[config.mk]
export PLATFORM = sky130hd
export DESIGN_NAME = reg_bus_arbiter_flat
export DESIGN_NICKNAME = d
export VERILOG_FILES = /design/src/rtl/reg_arb_pkg.sv /design/src/rtl/reg_bus_arbiter_if.sv /design/src/rtl/reg_arb_rr.sv /design/src/rtl/reg_bus_arbiter.sv /design/src/flat_wrapper.sv
export SDC_FILE = /design/constraint.sdc
export NUM_CORES = 1
export LEC_CHECK = 0
export ABC_AREA = 1
export CORE_AREA = 2 2 174 176
export DETAILED_ROUTE_END_ITERATION = 16
export DIE_AREA = 0 0 176 178
export GPL_TIMING_DRIVEN = 0
export PLACE_DENSITY = 0.54
export SETUP_SLACK_MARGIN = 0.1
export SLEW_MARGIN = 0
export SYNTH_ARGS = -nofsm -noshare
export SYNTH_HDL_FRONTEND = slang
export SYNTH_SLANG_ARGS = --single-unit
[constraint.sdc]
create_clock -name clk -period 3 [get_ports clk]
set_input_delay 0.6 -clock clk [delete_from_list [all_inputs] [get_ports clk]]
set_output_delay 0.6 -clock clk [all_outputs]
set_load 0.02 [all_outputs]
[src/rtl/reg_arb_pkg.sv]
// Shared types and defaults for the register-bus arbiter.
// Nothing here depends on REG_ARB_LOCK_EN.
package reg_arb_pkg;

  localparam int ADDR_W_DEF = 32;
  localparam int DATA_W_DEF = 64;
  localparam int BE_W_DEF   = DATA_W_DEF / 8;

  // Command bundle at the default widths.
  typedef struct packed {
    logic                  we;
    logic [ADDR_W_DEF-1:0] addr;
    logic [BE_W_DEF-1:0]   be;
    logic [DATA_W_DEF-1:0] wdata;
  } reg_cmd_t;

  // Round-robin successor of idx among n requesters.
  function automatic int unsigned rr_next(input int unsigned idx, input int unsigned n);
    return (idx + 1 == n) ? 0 : idx + 1;
  endfunction

endpackage

[src/rtl/reg_bus_arbiter_if.sv]
// Requester-side and register-file-side signals of reg_bus_arbiter.
// slave is the arbiter's view; master is the view of its environment.
interface reg_bus_arbiter_if
  import reg_arb_pkg::*;
#(
  parameter int NUM_REQ = 2,
  parameter int ADDR_W  = ADDR_W_DEF,
  parameter int DATA_W  = DATA_W_DEF
);
  localparam int BE_W = DATA_W / 8;

  logic [NUM_REQ-1:0]        i_req;
  logic [NUM_REQ-1:0]        i_we;
  logic [NUM_REQ*ADDR_W-1:0] i_addr;
  logic [NUM_REQ*BE_W-1:0]   i_be;
  logic [NUM_REQ*DATA_W-1:0] i_wdata;
  logic [NUM_REQ-1:0]        i_lock;
  logic [NUM_REQ-1:0]        o_gnt;
  logic [NUM_REQ-1:0]        o_rvalid;
  logic [DATA_W-1:0]         o_rdata;
  logic                      o_req;
  logic                      o_we;
  logic [ADDR_W-1:0]         o_addr;
  logic [BE_W-1:0]           o_be;
  logic [DATA_W-1:0]         o_wdata;
  logic [DATA_W-1:0]         i_rdata;

  modport slave (
    input  i_req, i_we, i_addr, i_be, i_wdata, i_lock, i_rdata,
    output o_gnt, o_rvalid, o_rdata, o_req, o_we, o_addr, o_be, o_wdata
  );

  modport master (
    output i_req, i_we, i_addr, i_be, i_wdata, i_lock, i_rdata,
    input  o_gnt, o_rvalid, o_rdata, o_req, o_we, o_addr, o_be, o_wdata
  );

endinterface

[src/rtl/reg_arb_rr.sv]
// Combinational rotating-priority find-first: lowest eligible index at or
// above ptr, wrapping. Winner is one-hot; valid when any requester is eligible.
module reg_arb_rr #(
  parameter int N     = 2,
  parameter int PTR_W = 1
) (
  input  logic [N-1:0]     eligible,
  input  logic [PTR_W-1:0] ptr,
  output logic [N-1:0]     winner,
  output logic             valid
);

  localparam logic [N-1:0] ONE = N'(1);

  logic [N-1:0] rot;
  logic [N-1:0] rot_oh;

  // Rotate so bit 0 is the pointer position, isolate the lowest set bit,
  // then rotate back.
  assign rot    = N'({eligible, eligible} >> ptr);
  assign rot_oh = rot & (~rot + ONE);
  assign winner = N'(({rot_oh, rot_oh} << ptr) >> N);
  assign valid  = |eligible;

endmodule

[src/rtl/reg_bus_arbiter.sv]
// Round-robin arbiter sharing one register-file port among NUM_REQ requesters.
// Define REG_ARB_LOCK_EN to let a requester hold ownership across accesses.
module reg_bus_arbiter
  import reg_arb_pkg::*;
#(
  parameter int NUM_REQ = 2,
  parameter int ADDR_W  = ADDR_W_DEF,
  parameter int DATA_W  = DATA_W_DEF
) (
  input logic              clk,
  input logic              rst,
  reg_bus_arbiter_if.slave bus
);

  localparam int BE_W  = DATA_W / 8;
  localparam int PTR_W = $clog2(NUM_REQ);

  typedef struct packed {
    logic              we;
    logic [ADDR_W-1:0] addr;
    logic [BE_W-1:0]   be;
    logic [DATA_W-1:0] wdata;
  } cmd_t;

  cmd_t               req_cmd [NUM_REQ];
  cmd_t               cmd_q, cmd_d;
  logic [NUM_REQ-1:0] gnt_q, gnt_d;
  logic [NUM_REQ-1:0] rvalid_q, rvalid_d;
  logic [PTR_W-1:0]   ptr_q, ptr_d;
  logic [NUM_REQ-1:0] eligible;
  logic [NUM_REQ-1:0] win_oh;
  logic               win_valid;
  logic [PTR_W-1:0]   win_idx;

  for (genvar gi = 0; gi < NUM_REQ; gi++) begin : g_unpack
    assign req_cmd[gi] = '{
      we:    bus.i_we[gi],
      addr:  bus.i_addr[gi*ADDR_W +: ADDR_W],
      be:    bus.i_be[gi*BE_W +: BE_W],
      wdata: bus.i_wdata[gi*DATA_W +: DATA_W]
    };
  end

`ifdef REG_ARB_LOCK_EN
  logic               owner_valid_q, owner_valid_d;
  logic [NUM_REQ-1:0] owner_q, owner_d;

  // A held grant masks its requester; an owner excludes everyone else.
  always_comb begin
    eligible = bus.i_req & ~gnt_q;
    if (owner_valid_q) begin
      eligible = eligible & owner_q;
    end
    owner_valid_d = owner_valid_q;
    owner_d       = owner_q;
    if (win_valid) begin
      owner_valid_d = bus.i_lock[win_idx];
      owner_d       = bus.i_lock[win_idx] ? win_oh : '0;
    end
  end

  always_ff @(posedge clk) begin
    if (rst) begin
      owner_valid_q <= 1'b0;
      owner_q       <= '0;
    end else begin
      owner_valid_q <= owner_valid_d;
      owner_q       <= owner_d;
    end
  end
`else
  assign eligible = bus.i_req & ~gnt_q;
`endif

  reg_arb_rr #(
    .N     (NUM_REQ),
    .PTR_W (PTR_W)
  ) u_rr (
    .eligible (eligible),
    .ptr      (ptr_q),
    .winner   (win_oh),
    .valid    (win_valid)
  );

  always_comb begin
    win_idx = '0;
    for (int k = 0; k < NUM_REQ; k++) begin
      if (win_oh[k]) begin
        win_idx = PTR_W'(k);
      end
    end
  end

  always_comb begin
    gnt_d    = win_oh;
    rvalid_d = gnt_q;
    ptr_d    = ptr_q;
    cmd_d    = '0;
    if (win_valid) begin
      ptr_d = PTR_W'(rr_next(32'(win_idx), NUM_REQ));
      cmd_d = req_cmd[win_idx];
    end
  end

  always_ff @(posedge clk) begin
    if (rst) begin
      gnt_q    <= '0;
      rvalid_q <= '0;
      ptr_q    <= '0;
      cmd_q    <= '0;
    end else begin
      gnt_q    <= gnt_d;
      rvalid_q <= rvalid_d;
      ptr_q    <= ptr_d;
      cmd_q    <= cmd_d;
    end
  end

  assign bus.o_gnt    = gnt_q;
  assign bus.o_req    = |gnt_q;
  assign bus.o_we     = cmd_q.we;
  assign bus.o_addr   = cmd_q.addr;
  assign bus.o_be     = cmd_q.be;
  assign bus.o_wdata  = cmd_q.wdata;
  assign bus.o_rvalid = rvalid_q;
  // Register-file data arrives the cycle after o_req, aligned with o_rvalid.
  assign bus.o_rdata  = (|rvalid_q) ? bus.i_rdata : '0;

endmodule

[src/flat_wrapper.sv]
// flat-port wrapper written by rule: the top's interface ports become plain ports
module reg_bus_arbiter_flat import reg_arb_pkg::*;
#(
  parameter int NUM_REQ = 2,
  parameter int ADDR_W  = ADDR_W_DEF,
  parameter int DATA_W  = DATA_W_DEF
)
  (clk, rst, bus_i_req, bus_i_we, bus_i_addr, bus_i_be, bus_i_wdata, bus_i_lock, bus_i_rdata, bus_o_gnt, bus_o_rvalid, bus_o_rdata, bus_o_req, bus_o_we, bus_o_addr, bus_o_be, bus_o_wdata);
  reg_bus_arbiter_if #(.NUM_REQ(NUM_REQ), .ADDR_W(ADDR_W), .DATA_W(DATA_W)) bus_i ();
  input logic clk;
  input logic rst;
  input wire logic [$bits(bus_i.i_req)-1:0] bus_i_req;
  input wire logic [$bits(bus_i.i_we)-1:0] bus_i_we;
  input wire logic [$bits(bus_i.i_addr)-1:0] bus_i_addr;
  input wire logic [$bits(bus_i.i_be)-1:0] bus_i_be;
  input wire logic [$bits(bus_i.i_wdata)-1:0] bus_i_wdata;
  input wire logic [$bits(bus_i.i_lock)-1:0] bus_i_lock;
  input wire logic [$bits(bus_i.i_rdata)-1:0] bus_i_rdata;
  output wire logic [$bits(bus_i.o_gnt)-1:0] bus_o_gnt;
  output wire logic [$bits(bus_i.o_rvalid)-1:0] bus_o_rvalid;
  output wire logic [$bits(bus_i.o_rdata)-1:0] bus_o_rdata;
  output wire logic [$bits(bus_i.o_req)-1:0] bus_o_req;
  output wire logic [$bits(bus_i.o_we)-1:0] bus_o_we;
  output wire logic [$bits(bus_i.o_addr)-1:0] bus_o_addr;
  output wire logic [$bits(bus_i.o_be)-1:0] bus_o_be;
  output wire logic [$bits(bus_i.o_wdata)-1:0] bus_o_wdata;
  assign bus_i.i_req = bus_i_req;
  assign bus_i.i_we = bus_i_we;
  assign bus_i.i_addr = bus_i_addr;
  assign bus_i.i_be = bus_i_be;
  assign bus_i.i_wdata = bus_i_wdata;
  assign bus_i.i_lock = bus_i_lock;
  assign bus_i.i_rdata = bus_i_rdata;
  assign bus_o_gnt = bus_i.o_gnt;
  assign bus_o_rvalid = bus_i.o_rvalid;
  assign bus_o_rdata = bus_i.o_rdata;
  assign bus_o_req = bus_i.o_req;
  assign bus_o_we = bus_i.o_we;
  assign bus_o_addr = bus_i.o_addr;
  assign bus_o_be = bus_i.o_be;
  assign bus_o_wdata = bus_i.o_wdata;
  reg_bus_arbiter #(.NUM_REQ(NUM_REQ), .ADDR_W(ADDR_W), .DATA_W(DATA_W)) u_core (.clk(clk), .rst(rst), .bus(bus_i));
endmodule
==> results of run 1 <==
sequential cells by signal (all words and copies together), names as in the netlist:
register             cells
u_core.ptr_q             1
u_core.bus.o_rvalid      2
u_core.bus.o_addr       32
u_core.bus.o_we          1
u_core.bus.o_be          8
u_core.bus.o_wdata      64
u_core.bus.o_gnt         2
routing by layer:
metal / part of all wire (%) / track usage (%)
met3: 8.9 / 5.95
met1: 36 / 16.5
met2: 51 / 30.7
met5: 0.099 / 0
met4: 4.4 / 7.71
cell families (layout without fill, tap and decap cells):
kind of cell / count (synthesis) / in the layout / synth area share (%)
buf+inv: 223 / 689 / 17.7
flops: 110 / 110 / 42.7
compound gates: 3 / 3 / 0.582
simple gates: 497 / 497 / 39.0
critical path, delay by kind of cell (launching register included):
kind,cells,cell delay (ns)
buffers and inverters,2,1.02
flip-flops,1,0.34
AND/OR/NAND/NOR,2,0.41
cell usage in the layout, fill, tap and decap left out, drive strengths merged:
cell,synthesis,layout
dfxtp,110,110
clkinv,1,2
nor2,281,281
clkbuf,20,31
o21ai,1,1
buf,30,30
a21oi,2,2
clkdlybuf4s50,0,451
inv,172,173
clkinvlp,0,2
nand2,110,110
nand3,106,106
worst max-delay path by stage:
stage / start / end / slack, ns / depth (start not counted)
floorplan: u_core.bus.o_rvalid[1] / bus_o_rdata[10] / 1.20 / 3
global placement: u_core.bus.o_rvalid[1] / bus_o_rdata[32] / 0.18 / 4
detailed placement: u_core.bus.o_rvalid[1] / bus_o_rdata[9] / 0.19 / 4
CTS: u_core.bus.o_rvalid[1] / bus_o_rdata[32] / 0.20 / 4
global route: u_core.bus.o_rvalid[1] / bus_o_rdata[27] / 0.14 / 4
finish: u_core.bus.o_rvalid[1] / bus_o_rdata[32] / 0.28 / 4
what timing repair did:
| action | in CTS | in global routing |
|---|---|---|
| endpoints found under the setup margin | 60 | 0 |
| setup buffers | 0 | 0 |
| resized for setup | 4 | 0 |
area by class of cell:
type                            count  area, µm²  area share, %
Clock buffer                       11        243           2.32
Tap cell                          390        488           4.67
Buffer                             50        268           2.56
Clock inverter                      4       32.5          0.311
Inverter                          173        649           6.22
Sequential cell                   110       2200           21.1
Multi-Input combinational cell    500       2050           19.6
Timing Repair Buffer              451       4510           43.2
power by group through the flow:
| stage | Combinational (mW) | Sequential, mW | Clock (mW) |
|---|---|---|---|
| 3_5_place_dp | 1.44 | 1.65 | 0 |
| 5_1_grt | 1.54 | 1.63 | 1.30 |
| 4_1_cts | 1.45 | 1.62 | 1.25 |
| 6_report | 1.43 | 1.62 | 1.19 |
| 3_3_place_gp | 1.44 | 1.65 | 0 |
| 2_1_floorplan | 0.432 | 1.80 | 0 |
stage by stage:
| step | total power, mW | std cells | instance area (µm²) | hold WS [ns] |
|---|---|---|---|---|
| after global routing | 4.47 | 1689 | 10400 | 0.552 |
| after CTS | 4.32 | 1689 | 10400 | 0.513 |
| after floorplan | 2.24 | 833 | 5160 | 0.539 |
| final | 4.23 | 1689 | 10400 | 0.506 |
| after global placement | 3.09 | 1674 | 10200 | 0.482 |
| after detailed placement | 3.09 | 1674 | 10200 | 0.497 |
==> results.yml, run 1 <==
synth:
  cell_area_synth_um2: 5160
  post_synth_num_cell_types: 18
  synth_top_cells_by_area: "dfxtp_1 (43%), nor2_1 (20%), inv_1 (12%)"
  number_of_synthesized_register_bits: 110
  ffs_w_async_s_r_synth_pct: 0
  post-synth-top-count-cell: "nor2_1"
  syn_avg_cell_area_um2: 6.19
  synth.yosys.warnings: 0
  synth_commonest_cells: "nor2_1 (280), inv_1 (171), dfxtp_1 (110), nand2_1 (108), nand3_1 (105)"
  synth_top_cell_by_area: "dfxtp_1"
  post-synth-top-area-fraction_pct: 42.7
  number_of_flops_mapped_to_enable_cells_by_yosys: 0
  synth_flop_cell: "dfxtp_1"
  synth_seq_area_share_pct: 42.7
  netlist_instances: 833
  net_count_after_synthesis: 1113
critical_path:
  r2r-start: "u_core.bus.o_gnt[0]"
  setup.reg_to_reg.worst_slack_ns: 1.20
  cp.required_ns: 2.40
  worst_path_largest_cell_delay_ns: 0.61
  critical_path.max_fanout: 10
  worstSetupPathType: "register to primary output"
  crit_path_cell_trace: "nor2_4 -> clkbuf_1 -> nor2_1 -> clkdlybuf4s50_1"
  number_of_cells_on_the_worst_reg_to_reg_path: 7
  arrival_time_at_the_worst_endpoint_ns: 2.12
  crit_path_end_kind: "primary output"
  crit_path_start_kind: "register"
  r2r-end: "u_core.bus.o_wdata[3]"
  critical-path-slowest-cell: "clkdlybuf4s50_1"
timing:
  setup_violations: 0
  final-max-slew-violation-count: 0
  max-slew-margin-rel_pct: 63.9
  fin_skew_ns: 0.0147
  setup_repair_after_global_routing_missed_its_margin: "false"
  tns_ns: 0
  postLayoutSetupSlackWorst_ns: 0.280
  clock.fmax_mhz: 368
  worstMarginPinSlew_ns: 0.542
  minimum_period_implied_by_the_final_worst_setup_slack_ns: 2.72
  period_share_pct: 90.7
  timing.final.hold_violations: 0
route:
  post_drt_via_cell_ratio: 3.84
  first_pass_iters: 4
  ant_nets: 0
  route.final.wire_length_um: 27400
  dr.first_iter.drc_count: 192
  routed_length_per_placed_instance_um: 16.2
  via_count: 6481
  post-route-drc-count: 0
floorplan:
  die_y_um: 178
  fp.coreArea_um2: 29400
  starting_density_of_the_core_pct: 17.5
  die_width_um: 176
  design.die.area_um2: 31300
  pin_count: 454
  rows: 63
hold_path:
  holdPathEnd: "u_core.bus.o_rvalid[0]"
  holdCritStartpoint: "u_core.bus.o_gnt[0]"
  worst_hold_path_type: "register to register"
  hold_path_depth: 2
pwr:
  clock_power_share_pct: 28.1
  power-per-cell-area_nw_per_um2: 405
  cell_internal_power_mw: 2.90
  power_leakage_nw: 4.99
  switch_pwr_mw: 1.33
  part_of_the_power_in_combinational_logic_pct: 33.7
  ir_drop_v: 0.000225
  p_seq_share_pct: 38.2
  sw_frac_of_total_pct: 31.5
placement:
  numPortBuffers: 451
  place_worst_setup_slack_ns: 0.195
  hpwl_um: 22000
  place.gp.congestion: 0.904
clocking:
  postCtsHoldBufs: 0
  worst_skew_pair.late_latency_ns: 0.36
  clk_pin_slew_worst_paths_ns: 0.07
  cts_buffers: 9
  cts.htree.levels: 3
  library_cell_used_as_clock_root_buffer: "clkbuf_16"
  cts_max_path_buffers: 2
  tritoncts: "yes"
  cts.sink_count: 110
finish:
  insertedDiodeCount: 0
  num-nets-final: 1575
  drive_gt1_share_pct: 3.93
  fillers: 3191
  finalCoreUtilization_pct: 35.5
  flow.area_growth_from_synthesis_pct: 103
global_routing:
  globalRouteOverflowTotal: 0
  grt_start_max_net_pins: 18
  grt_pass1_vias: 6264
  grt_util_all_layers_pct: 16.5
  first_pass_grt_wire_length_um: 38200
  grt_antenna_before_repair: 2
run:
  maxcap_viol_count: 0
outcome:
  result_of_the_run: "finished clean"
(Power assumes the default switching activity.)
==> inputs of run 2 (changes only) <==
Settings changed: ABC_AREA 1 to 0, CORE_AREA 2 2 174 176 to 2 2 178 180, DIE_AREA 0 0 176 178 to 0 0 180 182, PLACE_DENSITY 0.54 to 0.52.
==> run 2 against run 1 <==
Net effect: routed wire length decreased by 1.6%; final area decreased by 0.35%; largest cell class unchanged; non-clock buffer count rose by 13; area after synthesis is 1.3% lower; die area up 4.6%; power grew 0.85%; critical path type unchanged; setup slack lost 0.029 ns; clock-buffer cell count rose by 1; register-to-register slack got worse by 0.13 ns; first-iteration DRC count grew 26%; sequential power about the same; core utilization shrank 1.9 points.
==> results.yml, run 2 <==
clocking:
  postCtsHoldBufs: 0
  cts.htree.levels: 3
  cts_setup_buffers: 0
  worst_skew_pair.late_latency_ns: 0.36
  tritoncts: "yes"
  cts_max_path_buffers: 2
  library_cell_used_as_clock_root_buffer: "clkbuf_16"
  clk_pin_slew_worst_paths_ns: 0.08
  cts.sink_count: 110
  cts_buffers: 9
global_routing:
  grt_start_max_net_pins: 18
  grt_pass1_vias: 6127
  grt_util_all_layers_pct: 15.9
  globalRouteOverflowTotal: 0
  first_pass_grt_wire_length_um: 39400
  grt_antenna_before_repair: 1
finish:
  final_cell_mix: "clkdlybuf4s50_1 (451), dfxtp_1 (110), nor2b_1 (68)"
  largest_register_ffs: 64
  flow.area_growth_from_synthesis_pct: 105
  layout.cell_area.non_filler_um2: 10400
  drive_gt1_share_pct: 15.0
  num-nets-final: 1309
  finalCoreUtilization_pct: 33.6
  mostFrequentLayoutCell: "clkdlybuf4s50_1"
floorplan:
  pin_count: 454
  rows: 65
  fp.coreArea_um2: 31000
  design.die.area_um2: 32800
  die_y_um: 182
  die_width_um: 180
  starting_density_of_the_core_pct: 16.4
route:
  routed_length_per_placed_instance_um: 18.7
  ant_nets: 0
  via_count: 5931
  post_drt_via_cell_ratio: 4.13
  dr.first_iter.drc_count: 241
  route.final.wire_length_um: 26900
  post-route-drc-count: 0
  first_pass_iters: 4
synth:
  cell_area_synth_um2: 5090
  net_count_after_synthesis: 847
  synth_top_cells_by_area: "dfxtp_1 (43%), nand3_2 (9.8%), a21oi_2 (8.6%)"
  synth.yosys.warnings: 0
  synth_top_cell_by_area: "dfxtp_1"
  number_of_synthesized_register_bits: 110
  post-synth-top-area-fraction_pct: 43.3
  syn_avg_cell_area_um2: 8.97
  number_of_flops_mapped_to_enable_cells_by_yosys: 0
  synth_commonest_cells: "dfxtp_1 (110), nor2b_1 (68), o21ai_0 (65), a21oi_1 (55), nand3_1 (55)"
  post-synth-top-count-cell: "dfxtp_1"
  ffs_w_async_s_r_synth_pct: 0
  synth_seq_area_share_pct: 43.3
  post_synth_num_cell_types: 24
  netlist_instances: 567
  synth_flop_cell: "dfxtp_1"
placement:
  dpl_cell_area_um2: 10100
  numPortBuffers: 451
  hpwl_um: 21400
  place.gp.congestion: 0.797
outcome:
  result_of_the_run: "finished clean"
critical_path:
  critPathBufInv: 2
  cell_class_contributing_the_biggest_share_of_worst_path_delay: "buffers and inverters"
  crit_path_end_kind: "primary output"
  arrival_time_at_the_worst_endpoint_ns: 2.15
  worstSetupPathType: "register to primary output"
  cp.required_ns: 2.40
  critical-path-slowest-cell: "clkdlybuf4s50_1"
  critical_path.max_fanout: 10
  worst_path_largest_cell_delay_ns: 0.57
  crit_path_cell_trace: "nor2_4 -> clkbuf_1 -> nor2b_1 -> clkdlybuf4s50_1"
  crit_path_start_kind: "register"
timing:
  fin_skew_ns: 0.00909
  final-max-slew-violation-count: 0
  setup_violations: 0
  max-slew-margin-rel_pct: 48.1
  setup_repair_after_global_routing_missed_its_margin: "false"
  timing.final.hold_violations: 0
  worstMarginPinSlew_ns: 0.776
  clock.fmax_mhz: 364
  minimum_period_implied_by_the_final_worst_setup_slack_ns: 2.75
  tns_ns: 0
  period_share_pct: 91.6
pwr:
  ir_drop_v: 0.000298
  power-per-cell-area_nw_per_um2: 410
  power_leakage_nw: 3.55
  post-layout-total-power_mw: 4.27
run:
  maxcap_viol_count: 0
hold_path:
  worst_hold_path_type: "register to register"
[run 2: cell count changes in the layout (fill, tap and decap cells not counted), moves of 40 or more]
cell,delta
a21oi_2,+49
o21ai_1,+40
nor2b_1,+68
nor2_1,-278
a21oi_1,+54
o21ai_0,+65
nand2_1,-108
nand3_2,+49
inv_1,-170
nand3_1,-50
[run 2: timing repair]
item,in CTS,in global routing
setup endpoints to repair,60,0
gates resized for setup,2,0
hold endpoints to repair,0,0
[run 2: power breakdown]
| group | leakage (nW) | internal [mW] | switching (mW) |
|---|---|---|---|
| Clock | 0.135 | 0.658 | 0.600 |
| Combinational | 2.51 | 0.729 | 0.687 |
| Sequential | 0.906 | 1.56 | 0.0320 |
| Total | 3.55 | 2.95 | 1.32 |
[run 2: per-layer routing]
metal,share of wire (%),global-route usage (%)
met1,42,19.5
met2,50,27.7
met3,6.6,4.21
met4,1.2,3.64
met5,0,0
[run 2: path summary, 6_finish.rpt]
| check | slack [ns] | from | cells after the start | endpoint |
|---|---|---|---|---|
| max | 0.25 | u_core.bus.o_rvalid[1] | 4 | bus_o_rdata[14] |
| min reg2reg | 0.54 | u_core.ptr_q | 1 | u_core.ptr_q |
| min | 0.54 | u_core.ptr_q | 1 | u_core.ptr_q |
| max reg2reg | 1.07 | u_core.bus.o_gnt[0] | 4 | u_core.bus.o_addr[12] |
[run 2: metrics by stage]
| stage | setup WS [ns] | hold slack (ns) | instances |
|---|---|---|---|
| floorplan | 1.20 | 0.485 | 567 |
| global placement | 0.188 | 0.527 | 1420 |
| detailed placement | 0.185 | 0.538 | 1420 |
| CTS | 0.210 | 0.545 | 1436 |
| global route | 0.108 | 0.587 | 1436 |
| finish | 0.251 | 0.543 | 1437 |
[run 2: cell type report]
type / instances / area [µm²]
fill: 3200 / 20600
timing repair buffer: 451 / 4510
multi-input combinational: 393 / 2530
antenna: 1 / 2.50
clock inverter: 4 / 56.3
buffer: 63 / 362
inverter: 1 / 3.75
sequential: 110 / 2200
tap: 402 / 503
clock buffer: 12 / 236
[run 2: kinds of logic after synthesis]
kind of cell / after synthesis / synth area share, %
AOI/OAI and AO/OA: 213 / 25.0
DFF: 110 / 43.3
buffers and inverters: 64 / 7.18
and+or+nand+nor: 180 / 24.5
